==> src/rtl/math_defs.sv <==
// Shared definitions for the calculator math path.
//   OP_*       : op encodings on the sequencer op input
//   ST_*       : sequencer FSM state encodings
//   MUL_ITERS  : multiplier bits consumed by MUL (8x8 -> 16-bit product)
package math_defs;

    localparam logic [1:0] OP_ADD = 2'b00;
    localparam logic [1:0] OP_SUB = 2'b01;
    localparam logic [1:0] OP_MUL = 2'b10;
    localparam logic [1:0] OP_RSV = 2'b11;

    localparam logic [1:0] ST_IDLE = 2'd0;
    localparam logic [1:0] ST_EXEC = 2'd1;
    localparam logic [1:0] ST_MUL  = 2'd2;
    localparam logic [1:0] ST_DONE = 2'd3;

    localparam int unsigned MUL_ITERS = 8;

endpackage

==> src/rtl/math_adder_16bit.sv <==
// Combinational 16-bit adder with carry in and carry out.
//   a, b : addends
//   cin  : carry in
//   sum  : {carry out, 16-bit sum}
module math_adder_16bit (
    input  logic [15:0] a,
    input  logic [15:0] b,
    input  logic        cin,
    output logic [16:0] sum
);

    assign sum = {1'b0, a} + {1'b0, b} + {16'b0, cin};

endmodule

==> src/rtl/math_alu_sequencer.sv <==
// Sequencer sharing a single 16-bit adder across ADD, SUB and 8x8 shift-and-add MUL.
//   clk, rst_n : clock, asynchronous active-low reset
//   start      : request, sampled only in IDLE or DONE
//   op         : 00 ADD, 01 SUB, 10 MUL, 11 reserved
//   opa, opb   : operands (MUL uses the low bytes only)
//   busy       : high in EXEC/MUL
//   done       : one-cycle result-valid pulse
//   result     : op result, held until the next completion
//   carry      : adder carry out (SUB: 1 = no borrow); 0 for MUL
//   err        : last accepted op was reserved
module math_alu_sequencer
    import math_defs::*;
(
    input  logic        clk,
    input  logic        rst_n,
    input  logic        start,
    input  logic [1:0]  op,
    input  logic [15:0] opa,
    input  logic [15:0] opb,
    output logic        busy,
    output logic        done,
    output logic [15:0] result,
    output logic        carry,
    output logic        err
);

    localparam logic [3:0] CntLast = 4'(MUL_ITERS - 1);

    logic [1:0]  state_q, state_d;
    logic [1:0]  op_q, op_d;
    logic [15:0] opa_q, opa_d;
    logic [15:0] opb_q, opb_d;
    logic [15:0] acc_q, acc_d;
    logic [15:0] mcand_q, mcand_d;
    logic [7:0]  mplier_q, mplier_d;
    logic [3:0]  cnt_q, cnt_d;
    logic [15:0] result_q, result_d;
    logic        carry_q, carry_d;
    logic        err_q, err_d;

    logic [15:0] add_a, add_b;
    logic        add_cin;
    logic [16:0] add_sum;
    logic [15:0] acc_next;

    math_adder_16bit u_adder (
        .a   (add_a),
        .b   (add_b),
        .cin (add_cin),
        .sum (add_sum)
    );

    // Operand mux; held at zero outside EXEC/MUL so no X reaches the adder.
    always_comb begin
        add_a   = 16'h0;
        add_b   = 16'h0;
        add_cin = 1'b0;
        if (state_q == ST_EXEC) begin
            if (op_q == OP_ADD) begin
                add_a = opa_q;
                add_b = opb_q;
            end else if (op_q == OP_SUB) begin
                add_a   = opa_q;
                add_b   = ~opb_q;
                add_cin = 1'b1;
            end
        end else if (state_q == ST_MUL) begin
            add_a = acc_q;
            add_b = mcand_q;
        end
    end

    assign acc_next = mplier_q[0] ? add_sum[15:0] : acc_q;

    always_comb begin
        state_d  = state_q;
        op_d     = op_q;
        opa_d    = opa_q;
        opb_d    = opb_q;
        acc_d    = acc_q;
        mcand_d  = mcand_q;
        mplier_d = mplier_q;
        cnt_d    = cnt_q;
        result_d = result_q;
        carry_d  = carry_q;
        err_d    = err_q;
        case (state_q)
            ST_IDLE, ST_DONE: begin
                if (start) begin
                    op_d  = op;
                    opa_d = opa;
                    opb_d = opb;
                    if (op == OP_MUL) begin
                        state_d  = ST_MUL;
                        acc_d    = 16'h0;
                        mcand_d  = {8'h0, opa[7:0]};
                        mplier_d = opb[7:0];
                        cnt_d    = 4'd0;
                    end else begin
                        state_d = ST_EXEC;
                    end
                end else begin
                    state_d = ST_IDLE;
                end
            end
            ST_EXEC: begin
                if (op_q == OP_RSV) begin
                    result_d = 16'h0;
                    carry_d  = 1'b0;
                    err_d    = 1'b1;
                end else begin
                    result_d = add_sum[15:0];
                    carry_d  = add_sum[16];
                    err_d    = 1'b0;
                end
                state_d = ST_DONE;
            end
            ST_MUL: begin
                acc_d    = acc_next;
                mcand_d  = mcand_q << 1;
                mplier_d = mplier_q >> 1;
                cnt_d    = cnt_q + 4'd1;
                // Fixed latency: always run all iterations, even once mplier is zero.
                if (cnt_q == CntLast) begin
                    result_d = acc_next;
                    carry_d  = 1'b0;
                    err_d    = 1'b0;
                    state_d  = ST_DONE;
                end
            end
            default: state_d = ST_IDLE;
        endcase
    end

    always_ff @(posedge clk or negedge rst_n) begin
        if (!rst_n) begin
            state_q  <= ST_IDLE;
            op_q     <= OP_ADD;
            opa_q    <= 16'h0;
            opb_q    <= 16'h0;
            acc_q    <= 16'h0;
            mcand_q  <= 16'h0;
            mplier_q <= 8'h0;
            cnt_q    <= 4'd0;
            result_q <= 16'h0;
            carry_q  <= 1'b0;
            err_q    <= 1'b0;
        end else begin
            state_q  <= state_d;
            op_q     <= op_d;
            opa_q    <= opa_d;
            opb_q    <= opb_d;
            acc_q    <= acc_d;
            mcand_q  <= mcand_d;
            mplier_q <= mplier_d;
            cnt_q    <= cnt_d;
            result_q <= result_d;
            carry_q  <= carry_d;
            err_q    <= err_d;
        end
    end

    assign busy   = (state_q == ST_EXEC) || (state_q == ST_MUL);
    assign done   = (state_q == ST_DONE);
    assign result = result_q;
    assign carry  = carry_q;
    assign err    = err_q;

endmodule

==> config.mk <==
export PLATFORM = sky130hd
export DESIGN_NAME = math_alu_sequencer
export DESIGN_NICKNAME = d
export VERILOG_FILES = /design/src/rtl/math_defs.sv /design/src/rtl/math_adder_16bit.sv /design/src/rtl/math_alu_sequencer.sv
export SDC_FILE = /design/constraint.sdc
export NUM_CORES = 1
export LEC_CHECK = 0
export BUFFER_PORTS_ARGS = -buffer_cell sky130_fd_sc_hd__buf_2
export CAP_MARGIN = 20
export CORE_MARGIN = 3
export CORE_UTILIZATION = 28
export CTS_BUF_LIST = sky130_fd_sc_hd__clkbuf_8
export CTS_CLUSTER_DIAMETER = 50
export DETAILED_ROUTE_END_ITERATION = 10
export PLACE_DENSITY = 0.41
export SYNTH_ARGS = -nofsm -noshare
export SYNTH_HDL_FRONTEND = slang
export SYNTH_SLANG_ARGS = --single-unit
==> constraint.sdc <==
create_clock -name clk -period 6.1 [get_ports clk]
set_clock_uncertainty 0.05 [all_clocks]
set_input_delay 0.915 -clock clk [delete_from_list [all_inputs] [get_ports clk]]
set_output_delay 0.915 -clock clk [all_outputs]
set_load 0.01 [all_outputs]
# Yosys cells after proc, flatten, opt, wreduce, memory -nomap -nowiden
# Cells that the tools add are included.
dict set report op_classes {
  n_addsub 3
  eq_ne 10
  n_mux 36
  n_bitwise 1
  reduce_logical 9
}
# operator count
set ops {}
lappend ops {{$mux 16} 15}
lappend ops {{$pmux 16 s2} 3}
lappend ops {{$add 16x16->17} 1}
lappend ops {{$add 17x1->17} 1}
lappend ops {{$mux 8} 2}
lappend ops {{$not 16->16} 1}
lappend ops {{$pmux 8 s2} 1}
lappend ops {{$eq 2x2->1 const B} 4}
lappend ops {{$mux 4} 2}
lappend ops {{$pmux 4 s2} 1}
lappend ops {{$mux 1} 6}
lappend ops {{$mux 2} 3}
lappend ops {{$pmux 2 s3} 1}
lappend ops {{$add 4x1->4 const B} 1}
lappend ops {{$eq 2x1->1 const B} 2}
lappend ops {{$eq 4x3->1 const B} 1}
lappend ops {{$logic_not 2->1} 2}
lappend ops {{$ne 2x2->1 const B} 2}
lappend ops {{$pmux 1 s2} 2}
lappend ops {{$reduce_and 2->1} 2}
lappend ops {{$reduce_bool 2->1} 2}
lappend ops {{$reduce_and 3->1} 1}
lappend ops {{$ne 2x1->1 const B} 1}
lappend ops {{$reduce_or 2->1} 1}
lappend ops {{$logic_or 1x1->1} 1}
dict set report totals {
  regBits 98
  in_bits 37
  out_inout_bits 20
  wordCells 70
}

# Depth between registers and ports, before layout
# Gate-level depths: netlist of the first run.
dict set report depth {
  ltp_word 9
  depth_mapped 15
  depth_no_buf 14
}

# Cells and area by module
# Synthesis of the first run repeated with hierarchy kept, for this count alone.
dict set report unflattened {
  cells_unflattened 497
  hier_area_um2 5699.2
}
# module n_inst cells_each area_per_inst_um2 seq_area_each_um2
set by_module_without_submodules {}
lappend by_module_without_submodules {math_alu_sequencer 1 403 4952.2 2452.4}
lappend by_module_without_submodules {math_adder_16bit 1 94 747.0 0.0}

# Least setup slack after synthesis of the first run
# No wires, ideal clock.
dict set report synth_timing {
  kind {register to register}
  from {register state_q[0]}
  to {register acc_q[8]}
  setup_time_ns 0.087
  arrival_time_ns 3.199
  t_required_ns 5.963
  setup_slack_ns 2.764
  stages_incl_launch_ff 16
  path_buffers 1
  period_less_slack_ns 3.336
  cell_sequence {dfrtp_1 > inv_1 > ha_1 > inv_2 > nor2_1 > clkbuf_1 > a22o_1 > fa_1 > inv_1 > fa_1 > nor2b_4 > o31ai_4 > a21boi_2 > o21a_1 > or4_4 > o2111ai_2}
}
dict set report synth_via {
  elab_chain_len 7
  word_cells_on_any_way 18
  classes_between {add/sub: 2; eq/ne: 5; mux: 7; reduce/logical: 4}
}
# element line
set synth_rtl {}
lappend synth_rtl {{from (decl)} math_alu_sequencer.sv:29} ;# logic [1:0] state_q, state_d;
lappend synth_rtl {{from (signal assigned)} math_alu_sequencer.sv:149} ;# state_q <= state_d;
lappend synth_rtl {{$eq 2x2->1} {math_alu_sequencer.sv:67, math_alu_sequencer.sv:87}}
lappend synth_rtl {{$mux 16} math_alu_sequencer.sv:67} ;# end else if (state_q == ST_MUL) begin
lappend synth_rtl {{$mux 16} math_alu_sequencer.sv:58} ;# if (state_q == ST_EXEC) begin
lappend synth_rtl {{$add 16x16->17} math_adder_16bit.sv:12} ;# assign sum = {1'b0, a} + {1'b0, b} + {16'b0, cin};
lappend synth_rtl {{$add 17x1->17} math_adder_16bit.sv:12}
lappend synth_rtl {{$mux 16} math_alu_sequencer.sv:73} ;# assign acc_next = mplier_q[0] ? add_sum[15:0] : acc_q;
lappend synth_rtl {{$pmux 16 s2} math_alu_sequencer.sv:87} ;# case (state_q)
lappend synth_rtl {{to (signal assigned)} math_alu_sequencer.sv:141} ;# acc_q <= 16'h0;
lappend synth_rtl {{to (signal assigned)} math_alu_sequencer.sv:153} ;# acc_q <= acc_d;
lappend synth_rtl {{to (decl)} math_alu_sequencer.sv:33} ;# logic [15:0] acc_q, acc_d;
# Several ways; a longest one is shown, not always the timed one.
# A chain may end at the register's enable or synchronous reset.

# Worst setup path after layout of the first run
dict set report layout_timing {
  from {register state_q[0]}
  to {register result_q[6] (netlist: result[6])}
}
dict set report layout_via {
  elab_chain_len 8
  word_cells_on_any_way 16
  classes_between {add/sub: 2; eq/ne: 3; mux: 9; reduce/logical: 2}
}
# element line
set layout_rtl {}
lappend layout_rtl {{$eq 2x2->1} {math_alu_sequencer.sv:67, math_alu_sequencer.sv:87}}
lappend layout_rtl {{$mux 16} math_alu_sequencer.sv:67}
lappend layout_rtl {{$mux 16} math_alu_sequencer.sv:58}
lappend layout_rtl {{$add 16x16->17} math_adder_16bit.sv:12}
lappend layout_rtl {{$add 17x1->17} math_adder_16bit.sv:12}
lappend layout_rtl {{$mux 16} math_alu_sequencer.sv:73}
lappend layout_rtl {{$mux 16} math_alu_sequencer.sv:124} ;# if (cnt_q == CntLast) begin
lappend layout_rtl {{$pmux 16 s2} math_alu_sequencer.sv:87}
lappend layout_rtl {{to (signal assigned)} math_alu_sequencer.sv:157} ;# result_q <= result_d;
lappend layout_rtl {{to (decl)} math_alu_sequencer.sv:37} ;# logic [15:0] result_q, result_d;
# Several ways; a longest one is shown, not always the timed one. The select of a mux whose other input is x is not followed.

==> results of run 1 <==
[placed cells by master, fill, tap and decap left out, types with 10 or more instances in the layout]
cell type  count
mux2i_1       15
inv_1         17
nor2_1        27
a21oi_1       31
a22o_1        43
mux2_2        36
o21ai_0       43
buf_4         10
ha_1          19
clkbuf_8      10
buf_2         55
a22oi_1       11
nand2_1       58
dfrtp_1       98
and3_1        12
nand3_1       13
xor2_1        20
[worst max path at each step]
| stage | slack (ns) | cells past startpoint | to |
|---|---|---|---|
| floorplan | 2.76 | 15 | acc_q[8]$_DFFE_PN0P_ |
| global placement | 2.18 | 16 | result[6]$_DFFE_PN0P_ |
| detailed placement | 2.07 | 16 | result[6]$_DFFE_PN0P_ |
| CTS | 2.05 | 16 | result[6]$_DFFE_PN0P_ |
| global route | 1.76 | 16 | result[14]$_DFFE_PN0P_ |
| finish | 2.08 | 16 | result[6]$_DFFE_PN0P_ |
[power by group]
group	internal, W	switching (W)	leakage [nW]
clock	0.000195	0.000232	0.101
combinational	0.000793	0.00123	1.60
sequential	0.000923	0.000219	1.25
[final cells by class]
| cell class | instances | area (sq um) | share of cell area (%) |
|---|---|---|---|
| well taps | 265 | 332 | 5.11 |
| clock inverters | 4 | 46.3 | 0.714 |
| clock buffers | 10 | 138 | 2.12 |
| inverters | 16 | 60.1 | 0.926 |
| repair buffers | 66 | 378 | 5.82 |
| multi-input cells | 425 | 3080 | 47.5 |
| flip-flops and latches | 98 | 2450 | 37.8 |
[registers in the layout, indices dropped and copies added (netlist names)]
| register | count |
|---|---|
| opa_q | 16 |
| err | 1 |
| acc_q | 16 |
| cnt_q | 4 |
| op_q | 2 |
| result | 16 |
| mcand_q | 16 |
| opb_q | 16 |
| carry | 1 |
| state_q | 2 |
| mplier_q | 8 |
[synthesized netlist by cell type, types with 4 or more instances]
library cell,n
a21o_1,6
and2_1,5
ha_1,19
xor2_1,20
mux2i_1,15
a21oi_1,31
nand3_1,13
o21ai_1,6
xnor2_1,4
buf_6,4
o221ai_1,4
dfrtp_1,98
nand2_1,58
o21ai_0,43
nor2_1,28
mux2_2,36
a21oi_2,5
nor3_1,6
buf_2,6
clkbuf_1,22
a22o_1,43
a31oi_1,4
a22oi_1,11
o31ai_1,5
and3_1,12
inv_1,15
[metal layers]
metal  GRT usage, %  vias up
li1               -     2206
met1           23.1     2246
met2           21.4       85
met3           2.30       11
met4           4.90        0
met5              0        -
[worst max-delay path, cell delays in order (launching register included)]
cell	delay, ns
dfrtp_1	0.41
inv_1	0.06
ha_1	0.19
buf_4	0.27
inv_2	0.33
nor2_2	0.07
buf_4	0.25
a22o_1	0.29
fa_1	0.44
inv_1	0.08
fa_1	0.24
nor2b_4	0.07
o31ai_4	0.29
nand2_1	0.16
xnor2_1	0.30
mux2i_1	0.12
a221o_1	0.30
[through the flow]
step / util, % / hold slack [ns] / area (sq um)
after detailed placement: 31.6 / 0.423 / 6280
after CTS: 32.6 / 0.444 / 6460
final: 32.7 / 0.436 / 6490
after global placement: 31.6 / 0.415 / 6280
after floorplan: - / 0.400 / 5760
after global routing: 32.7 / 0.462 / 6490
[cells by family (layout without fill, tap and decap cells)]
family / after synthesis / in the layout / synth area share, %
buffers and inverters: 51 / 96 / 4.10
XOR/XNOR: 24 / 24 / 3.65
multiplexers: 52 / 52 / 9.84
AO/OA/AOI/OAI: 187 / 187 / 23.1
AND/OR/NAND/NOR: 141 / 141 / 12.0
flip-flops: 98 / 98 / 42.6
adder cells (fa/ha/maj): 21 / 21 / 4.82
==> flow_metrics.py, run 1 <==
metrics = {
    "logic_synthesis": {
        "ys_seq_area_share_pct": 42.6,
        "yosys_warnings": 0,
        "synth_top_area_share_pct": 42.6,
        "avgSynthCellArea_sq_um": 10.0,
        "yosys-top-cells-area": "dfrtp_1, mux2_2, a22o_1",
        "syn-cell-area_sq_um": 5760,
        "synthCells": 574,
        "yosysUniqueCellTypes": 66,
        "ys.flop_type": "dfrtp_1",
        "synth_edf_count": 0,
        "synthesis.nets": 632,
        "synth-async-reset-ratio_pct": 100,
        "synth_seq_cells": 98,
        "synth_largest_area_cell": "dfrtp_1",
    },
    "global_routing": {
        "grt_pass1_wl_mm": 26.2,
        "antenna_found_initial": 0,
        "grt_overflow": 0,
        "grt_pass1_vias": 4497,
        "grt_max_degree": 61,
        "track_usage_pct": 15.0,
    },
    "sta": {
        "slew_headroom_pct": 46.5,
        "finalSetupViolCount": 0,
        "rsz0062_at_grt": "false",
        "fmax_mhz": 249,
        "fin_crit_ns": 4.02,
        "worst_slack_ns": 2.08,
        "post-route-period-util_pct": 65.9,
        "finalSetupTns_ns": 0,
        "final-hold-violation-count": 0,
        "drv_slew": 0,
        "worst_slew_pin_slew_ns": 0.803,
    },
    "setup_path": {
        "endpoint_kind": "flip-flop",
        "regToRegEndpoint": "result[6]$_DFFE_PN0P_",
        "worstPathArrival_ns": 4.25,
        "crit_fanout": 32,
        "regToRegStartpoint": "state_q[0]$_DFFE_PN0P_",
        "r2r_slack_ns": 2.08,
        "rr_worst_depth": 16,
        "worstSetupStartpointType": "flip-flop",
        "cp-startpoint": "state_q[0]$_DFFE_PN0P_",
        "worst-setup-path-type": "reg2reg",
        "required_ns": 6.33,
    },
    "worst_hold_path": {
        "hold_end": "mplier_q[6]$_DFFE_PN0P_",
        "hold_path.class": "reg2reg",
        "min_path_cells": 2,
        "hold_path_startpoint": "mplier_q[6]$_DFFE_PN0P_",
    },
    "placed_design": {
        "gp_congestion": 0.847,
        "dpl.hpwl_mm": 11.6,
        "dp.cells": 869,
        "dpl_worst_slack_ns": 2.07,
        "port_buffers": 56,
    },
    "drt": {
        "postRouteAntennaNets": 0,
        "post_drt_via_cell_ratio": 5.14,
        "drtPass1Iterations": 5,
        "wl_per_cell_um": 18.4,
        "met2_length_mm": 6.88,
        "route.detailed.drc": 0,
        "drt_iter0_drc": 342,
        "num_vias": 4548,
        "wl_met1_mm": 8.65,
        "wl_met3_um": 576,
        "top_layer": "met4",
        "wl_mm": 16.3,
    },
    "floorplanning": {
        "dieArea_sq_um": 22300,
        "die_h_um": 149,
        "initial_core_util_pct": 29.0,
        "num_rows": 51,
        "die_w_um": 149,
        "core_sq_um": 19800,
        "ios": 57,
    },
    "clocking": {
        "cts_setup_buffers": 0,
        "root_buffer": "clkbuf_8",
        "cts_tree": "built",
        "cts_hold_buffers": 0,
        "cts-htree-levels": 3,
        "cts_resized": 0,
        "clk_pin_slew_worst_paths_ns": 0.10,
        "cts.path.max_buffers": 2,
        "numCtsBuffers": 9,
        "clk_latency_ns": 0.39,
        "numClockSinks": 98,
    },
    "layout": {
        "diodes": 0,
        "finalNonFillerCells": 884,
        "drive_gt1_share_pct": 21.8,
        "fin_nets": 674,
        "synthToLayoutAreaGrowth_pct": 12.6,
        "fill_cells": 2052,
    },
    "pwr": {
        "power_density_nw_per_um2": 554,
        "peakVddDrop_uv": 204,
        "leakagePower_nw": 2.95,
        "total_power_w": 0.00360,
    },
    "flow_run": {
        "max_cap_violations": 0,
    },
    "run_status": {
        "status": "finished clean",
    },
}
Power figures use the tool's default switching activity.
==> run 2, diff against run 1 <==
- PLACE_DENSITY: 0.41 -> 0.42
- clock period: 6.1 -> 3.66 ns (I/O delays scaled with it)
==> run 2 against run 1 <==
Core utilization is 0.28 points higher. First-iteration DRC count is 9.6% lower. Non-clock buffer count is 4 higher. Global-route usage hardly changed. Maximum frequency is 21% higher. Sequential power is 68% higher. Final area is 0.85% higher. Flip-flop and latch count stayed put. Register-to-register slack worse by 1.7 ns. Critical path type unchanged. Setup slack worse by 1.7 ns.
==> flow_metrics.py, run 2 (synthesized netlist as in run 1, its figures left out) <==
metrics = {
    "sta": {
        "slew_headroom_pct": 44.4,
        "drv_slew": 0,
        "worst_slew_pin_slew_ns": 0.834,
        "final-hold-violation-count": 0,
        "fmax_mhz": 302,
        "worst_slack_ns": 0.348,
        "rsz0062_at_grt": "false",
        "finalSetupViolCount": 0,
        "fin_crit_ns": 3.31,
        "finalSetupTns_ns": 0,
        "post-route-period-util_pct": 90.5,
    },
    "floorplanning": {
        "die_w_um": 149,
        "dieArea_sq_um": 22300,
        "core_sq_um": 19800,
        "ios": 57,
        "die_h_um": 149,
        "initial_core_util_pct": 29.0,
        "num_rows": 51,
    },
    "setup_path": {
        "crit_fanout": 27,
        "worstPathArrival_ns": 3.53,
        "critPathMostFrequentCell": "inv_1",
        "critical_path.max_stage_delay_ns": 0.46,
        "worstSetupStartpointType": "flip-flop",
        "crit_chain": "inv_1, ha_1, nor2b_2, buf_6, a22o_1, inv_1, fa_1, nor2b_4, o31ai_4, a2111oi_0, a211oi_1, a221oi_1, o21bai_1",
        "required_ns": 3.88,
        "cpMaxStageDelayCell": "fa_1",
        "worst-setup-path-type": "reg2reg",
        "endpoint_kind": "flip-flop",
    },
    "worst_hold_path": {
        "hold_path.class": "in2async",
    },
    "layout": {
        "multiInputGateArea_sq_um": 3080,
        "fin_nets": 678,
        "fill_cells": 2037,
        "drive_gt1_share_pct": 22.6,
        "diodes": 0,
        "layout_common_cells": "dfrtp_1, nand2_1, buf_2",
        "synthToLayoutAreaGrowth_pct": 13.6,
        "regArea_sq_um": 2450,
        "final_common_cell": "dfrtp_1",
        "finalNonFillerCells": 889,
    },
    "clocking": {
        "cts.path.max_buffers": 2,
        "root_buffer": "clkbuf_8",
        "clk_latency_ns": 0.39,
        "numCtsBuffers": 9,
        "cts-htree-levels": 3,
        "cts_tree": "built",
        "clk_pin_slew_worst_paths_ns": 0.10,
        "numClockSinks": 98,
    },
    "pwr": {
        "seq_power_share_pct": 31.4,
        "leakagePower_nw": 2.97,
        "swShare_pct": 46.0,
        "power_density_nw_per_um2": 930,
        "p_comb_share_pct": 55.5,
        "clkPwrFrac_pct": 13.2,
        "peakVddDrop_uv": 319,
        "internal_power_w": 0.00328,
        "p_switching_w": 0.00280,
    },
    "drt": {
        "post_drt_via_cell_ratio": 5.14,
        "route.detailed.drc": 0,
        "postRouteAntennaNets": 0,
        "drt_iter0_drc": 309,
        "wl_mm": 16.2,
        "drtPass1Iterations": 5,
        "wl_per_cell_um": 18.2,
        "num_vias": 4573,
    },
    "global_routing": {
        "track_usage_pct": 15.0,
        "grt_overflow": 0,
        "grt_pass1_vias": 4554,
        "grt_pass1_wl_mm": 26.4,
        "grt_max_degree": 61,
        "antenna_found_initial": 0,
    },
    "placed_design": {
        "dpl.hpwl_mm": 11.8,
        "dpl_worst_slack_ns": 0.291,
        "dp.cells": 873,
        "port_buffers": 56,
        "gp_congestion": 0.829,
    },
    "flow_run": {
        "max_cap_violations": 0,
    },
    "run_status": {
        "status": "finished clean",
    },
}
-- run 2: cell types whose count changed in the layout (fill, tap and decap cells not counted), sizes merged --
cell and delta:
buf +4, bufinv +1, clkinvlp +1, inv -1
-- run 2: per-stage QoR --
step	utilization [%]	hold slack (ns)	cell area (sq um)	power [W]
2_1_floorplan	-	0.203	5760	0.00433
3_5_place_dp	31.8	0.420	6310	0.00531
4_1_cts	32.9	0.221	6520	0.00613
3_3_place_gp	31.8	0.417	6310	0.00528
6_report	33.0	0.177	6540	0.00608
5_1_grt	33.0	0.238	6540	0.00663
-- run 2: final cells by class --
cell class | instances | share of cell area, %
multi-input combinational | 425 | 47.1
sequential | 98 | 37.5
timing repair buffer | 70 | 6.10
tap | 265 | 5.07
clock buffer | 10 | 2.10
clock inverter | 5 | 1.22
inverter | 16 | 0.918
-- run 2: worst max-delay path: cells and delay by family, from the launching register on --
family          cells  cell delay [ns]
fa+ha+maj           2             0.69
simple gates        2             0.49
compound gates      6             1.14
buf+inv             3             0.41
flops               1             0.42
-- run 2: final timing paths --
kind / depth (start not counted) / slack, ns / end / startpoint
max in group asynchronous: 2 / 2.53 / acc_q[11]$_DFFE_PN0P_ / rst_n
max reg2reg: 13 / 0.35 / result[14]$_DFFE_PN0P_ / state_q[1]$_DFFE_PN0P_
min: 1 / 0.18 / mplier_q[1]$_DFFE_PN0P_ / rst_n
max: 13 / 0.35 / result[14]$_DFFE_PN0P_ / state_q[1]$_DFFE_PN0P_
min in group clk: 2 / 0.34 / opb_q[15]$_DFFE_PN0P_ / opb[15]
min reg2reg: 2 / 0.43 / result[3]$_DFFE_PN0P_ / result[3]$_DFFE_PN0P_
-- run 2: per-layer routing --
layer	vias to the layer above	GRT usage [%]	part of all wire [%]
met2	100	21.3	42
met4	0	5.13	1.8
met1	2239	22.9	51
li1	2218	-	-
met3	16	2.79	4.7
met5	-	0	0
-- run 2: what timing repair did --
item | 4_1_cts | 5_1_grt
hold buffers | 0 | 0
buffers inserted | 0 | 0
gates resized for setup | 0 | 1
endpoints found under the setup margin | 0 | 1
-- run 2: power groups by stage --
| stage | sequential, W | clock, W | combinational [W] |
|---|---|---|---|
| after floorplan | 0.00182 | 0 | 0.00251 |
| after global placement | 0.00193 | 0 | 0.00335 |
| after detailed placement | 0.00194 | 0 | 0.00336 |
| after CTS | 0.00192 | 0.000832 | 0.00338 |
| after global routing | 0.00197 | 0.000867 | 0.00379 |
| final | 0.00191 | 0.000800 | 0.00338 |
==> run 3, diff against run 2 <==
- SYNTH_HIERARCHICAL: not set -> 1
==> run 3 against run 2 <==
Register-to-register slack worse by 0.32 ns. Largest cell class unchanged. Combinational power is 7.1% lower. Setup slack worse by 0.32 ns. Synthesized area is 1.1% lower. First-iteration DRC count is 39% lower. Hold slack better by 0.0063 ns.
==> flow_metrics.py, run 3 <==
metrics = {
    "run_status": {
        "status": "finished clean",
    },
    "logic_synthesis": {
        "yosys-top-cells-area": "dfrtp_1, mux2_2, a22o_1",
        "synth_top_area_share_pct": 43.0,
        "synthesis.nets": 556,
        "syn-cell-area_sq_um": 5700,
        "yosysUniqueCellTypes": 51,
        "synthTopCellsByCount": "dfrtp_1, a22o_1, mux2_2",
        "ys.flop_type": "dfrtp_1",
        "avgSynthCellArea_sq_um": 11.5,
        "synthCells": 497,
        "synth-async-reset-ratio_pct": 100,
        "synth_edf_count": 0,
        "yosys_warnings": 6,
        "synth_largest_area_cell": "dfrtp_1",
        "ys_seq_area_share_pct": 43.0,
        "synthMostInstantiatedCell": "dfrtp_1",
        "synth_seq_cells": 98,
    },
    "setup_path": {
        "cpMaxStageDelayCell": "dfrtp_2",
        "crit_buf_inv": 2,
        "crit_fanout": 30,
        "critical_path.max_stage_delay_ns": 0.45,
        "worst-setup-path-type": "reg2reg",
        "critPathMostFrequentCell": "a22o_1",
        "endpoint_kind": "flip-flop",
        "crit_chain": "inv_2, ha_4, nor2b_4, buf_6, a22o_1, ha_1, a21o_1, a31o_2, nor3_1, o21ai_0, xor2_1, mux2_4, a22o_1, mux2_2",
        "crit_family": "compound AO/OA/AOI/OAI gates",
        "worstPathArrival_ns": 3.89,
        "worstSetupStartpointType": "flip-flop",
        "required_ns": 3.91,
    },
    "floorplanning": {
        "die_w_um": 149,
        "num_rows": 51,
        "die_h_um": 149,
        "ios": 57,
        "dieArea_sq_um": 22100,
        "initial_core_util_pct": 28.9,
        "core_sq_um": 19700,
    },
    "layout": {
        "drive_gt1_share_pct": 35.9,
        "diodes": 0,
        "fill_cells": 2036,
        "final_common_cell": "dfrtp_1",
        "layout_common_cells": "dfrtp_1, a22o_1, mux2_2",
        "synthToLayoutAreaGrowth_pct": 17.3,
        "fin_nets": 630,
        "multiInputGateArea_sq_um": 3060,
        "regArea_sq_um": 2450,
    },
    "drt": {
        "drt_iter0_drc": 189,
        "route.detailed.drc": 0,
        "wl_per_cell_um": 17.6,
        "wl_mm": 14.8,
        "num_vias": 4092,
        "post_drt_via_cell_ratio": 4.87,
        "drtPass1Iterations": 5,
        "postRouteAntennaNets": 0,
    },
    "flow_run": {
        "max_cap_violations": 0,
    },
    "sta": {
        "post-route-period-util_pct": 99.4,
        "worst_slack_ns": 0.0234,
        "slew_headroom_pct": 32.2,
        "drv_slew": 0,
        "final-hold-violation-count": 0,
        "finalSetupViolCount": 0,
        "worst_slew_pin_slew_ns": 1.02,
        "fin_crit_ns": 3.64,
        "rsz0062_at_grt": "true",
        "fmax_mhz": 275,
        "finalSetupTns_ns": 0,
    },
    "placed_design": {
        "dpl.hpwl_mm": 10.5,
        "gp_congestion": 0.847,
        "dpl_worst_slack_ns": -0.0459,
        "port_buffers": 56,
    },
    "clocking": {
        "clk_pin_slew_worst_paths_ns": 0.10,
        "cts_tree": "built",
        "root_buffer": "clkbuf_8",
        "cts.path.max_buffers": 2,
        "clk_latency_ns": 0.40,
        "numClockSinks": 98,
        "cts-htree-levels": 3,
        "numCtsBuffers": 9,
        "cts_hold_buffers": 0,
    },
    "global_routing": {
        "grt_pass1_wl_mm": 24.1,
        "grt_overflow": 0,
        "track_usage_pct": 13.8,
        "grt_pass1_vias": 4296,
        "antenna_found_initial": 0,
        "grt_max_degree": 62,
    },
    "pwr": {
        "power_density_nw_per_um2": 863,
        "leakagePower_nw": 3.16,
        "peakVddDrop_uv": 248,
    },
    "worst_hold_path": {
        "hold_path.class": "in2async",
    },
}
-- run 3: metal layers --
layer | share of wire (%) | wire length, um | global-route usage [%]
met4 | 1.3 | 187 | 4.94
met1 | 53 | 7830 | 20.7
met2 | 43 | 6310 | 20.0
met3 | 3.3 | 487 | 2.44
met5 | 0 | 0 | 0
-- run 3: cell families after synthesis --
family          Yosys count  share of synthesized area, %
buf+inv                  42                          4.21
simple gates             81                          7.64
fa+ha+maj                22                          5.09
xor+xnor                 30                          4.61
flops                    98                          43.0
mux                      82                          16.4
compound gates          142                          19.1
-- run 3: metrics by stage --
| step | util (%) | hold slack [ns] | total power [W] | instances | instance area, sq um |
|---|---|---|---|---|---|
| 6_report | 33.9 | 0.183 | 0.00577 | 841 | 6690 |
| 5_1_grt | 33.9 | 0.232 | 0.00624 | 841 | 6690 |
| 3_3_place_gp | 32.5 | 0.414 | 0.00495 | 821 | 6400 |
| 2_1_floorplan | - | 0.203 | 0.00406 | 497 | 5730 |
| 4_1_cts | 33.5 | 0.204 | 0.00576 | 838 | 6620 |
| 3_5_place_dp | 32.5 | 0.437 | 0.00499 | 821 | 6400 |
-- run 3: final cells by class --
type	instances	area share (%)
multi-input cells	357	45.8
flip-flops and latches	98	36.7
repair buffers	98	9.11
well taps	265	4.96
clock buffers	9	1.85
clock inverters	7	1.18
inverters	7	0.393
-- run 3: what timing repair did --
item                                    4_1_cts  5_1_grt
endpoints found under the hold margin         0        0
gates cloned                                  0        0
setup buffers                                 1        3
gates resized for setup                       1       14
pin swaps                                     4        1
endpoints found under the setup margin        3       10
-- run 3: report_power, final --
| group | internal, W | switching (W) |
|---|---|---|
| sequential | 0.00151 | 0.000363 |
| clock | 0.000322 | 0.000431 |
| combinational | 0.00157 | 0.00157 |
| total | 0.00341 | 0.00236 |
-- run 3: worst paths after layout --
path / slack (ns) / start / end / depth (start not counted)
worst max-delay path: 0.02 / state_q[0]$_DFFE_PN0P_ / result[11]$_DFFE_PN0P_ / 14
max in group asynchronous: 2.57 / rst_n / state_q[0]$_DFFE_PN0P_ / 2
worst min register to register: 0.46 / mplier_q[7]$_DFFE_PN0P_ / mplier_q[7]$_DFFE_PN0P_ / 1
min in group clk: 0.32 / opa[10] / opa_q[10]$_DFFE_PN0P_ / 2
worst max register to register: 0.02 / state_q[0]$_DFFE_PN0P_ / result[11]$_DFFE_PN0P_ / 14
worst min-delay path: 0.18 / rst_n / opb_q[10]$_DFFE_PN0P_ / 1
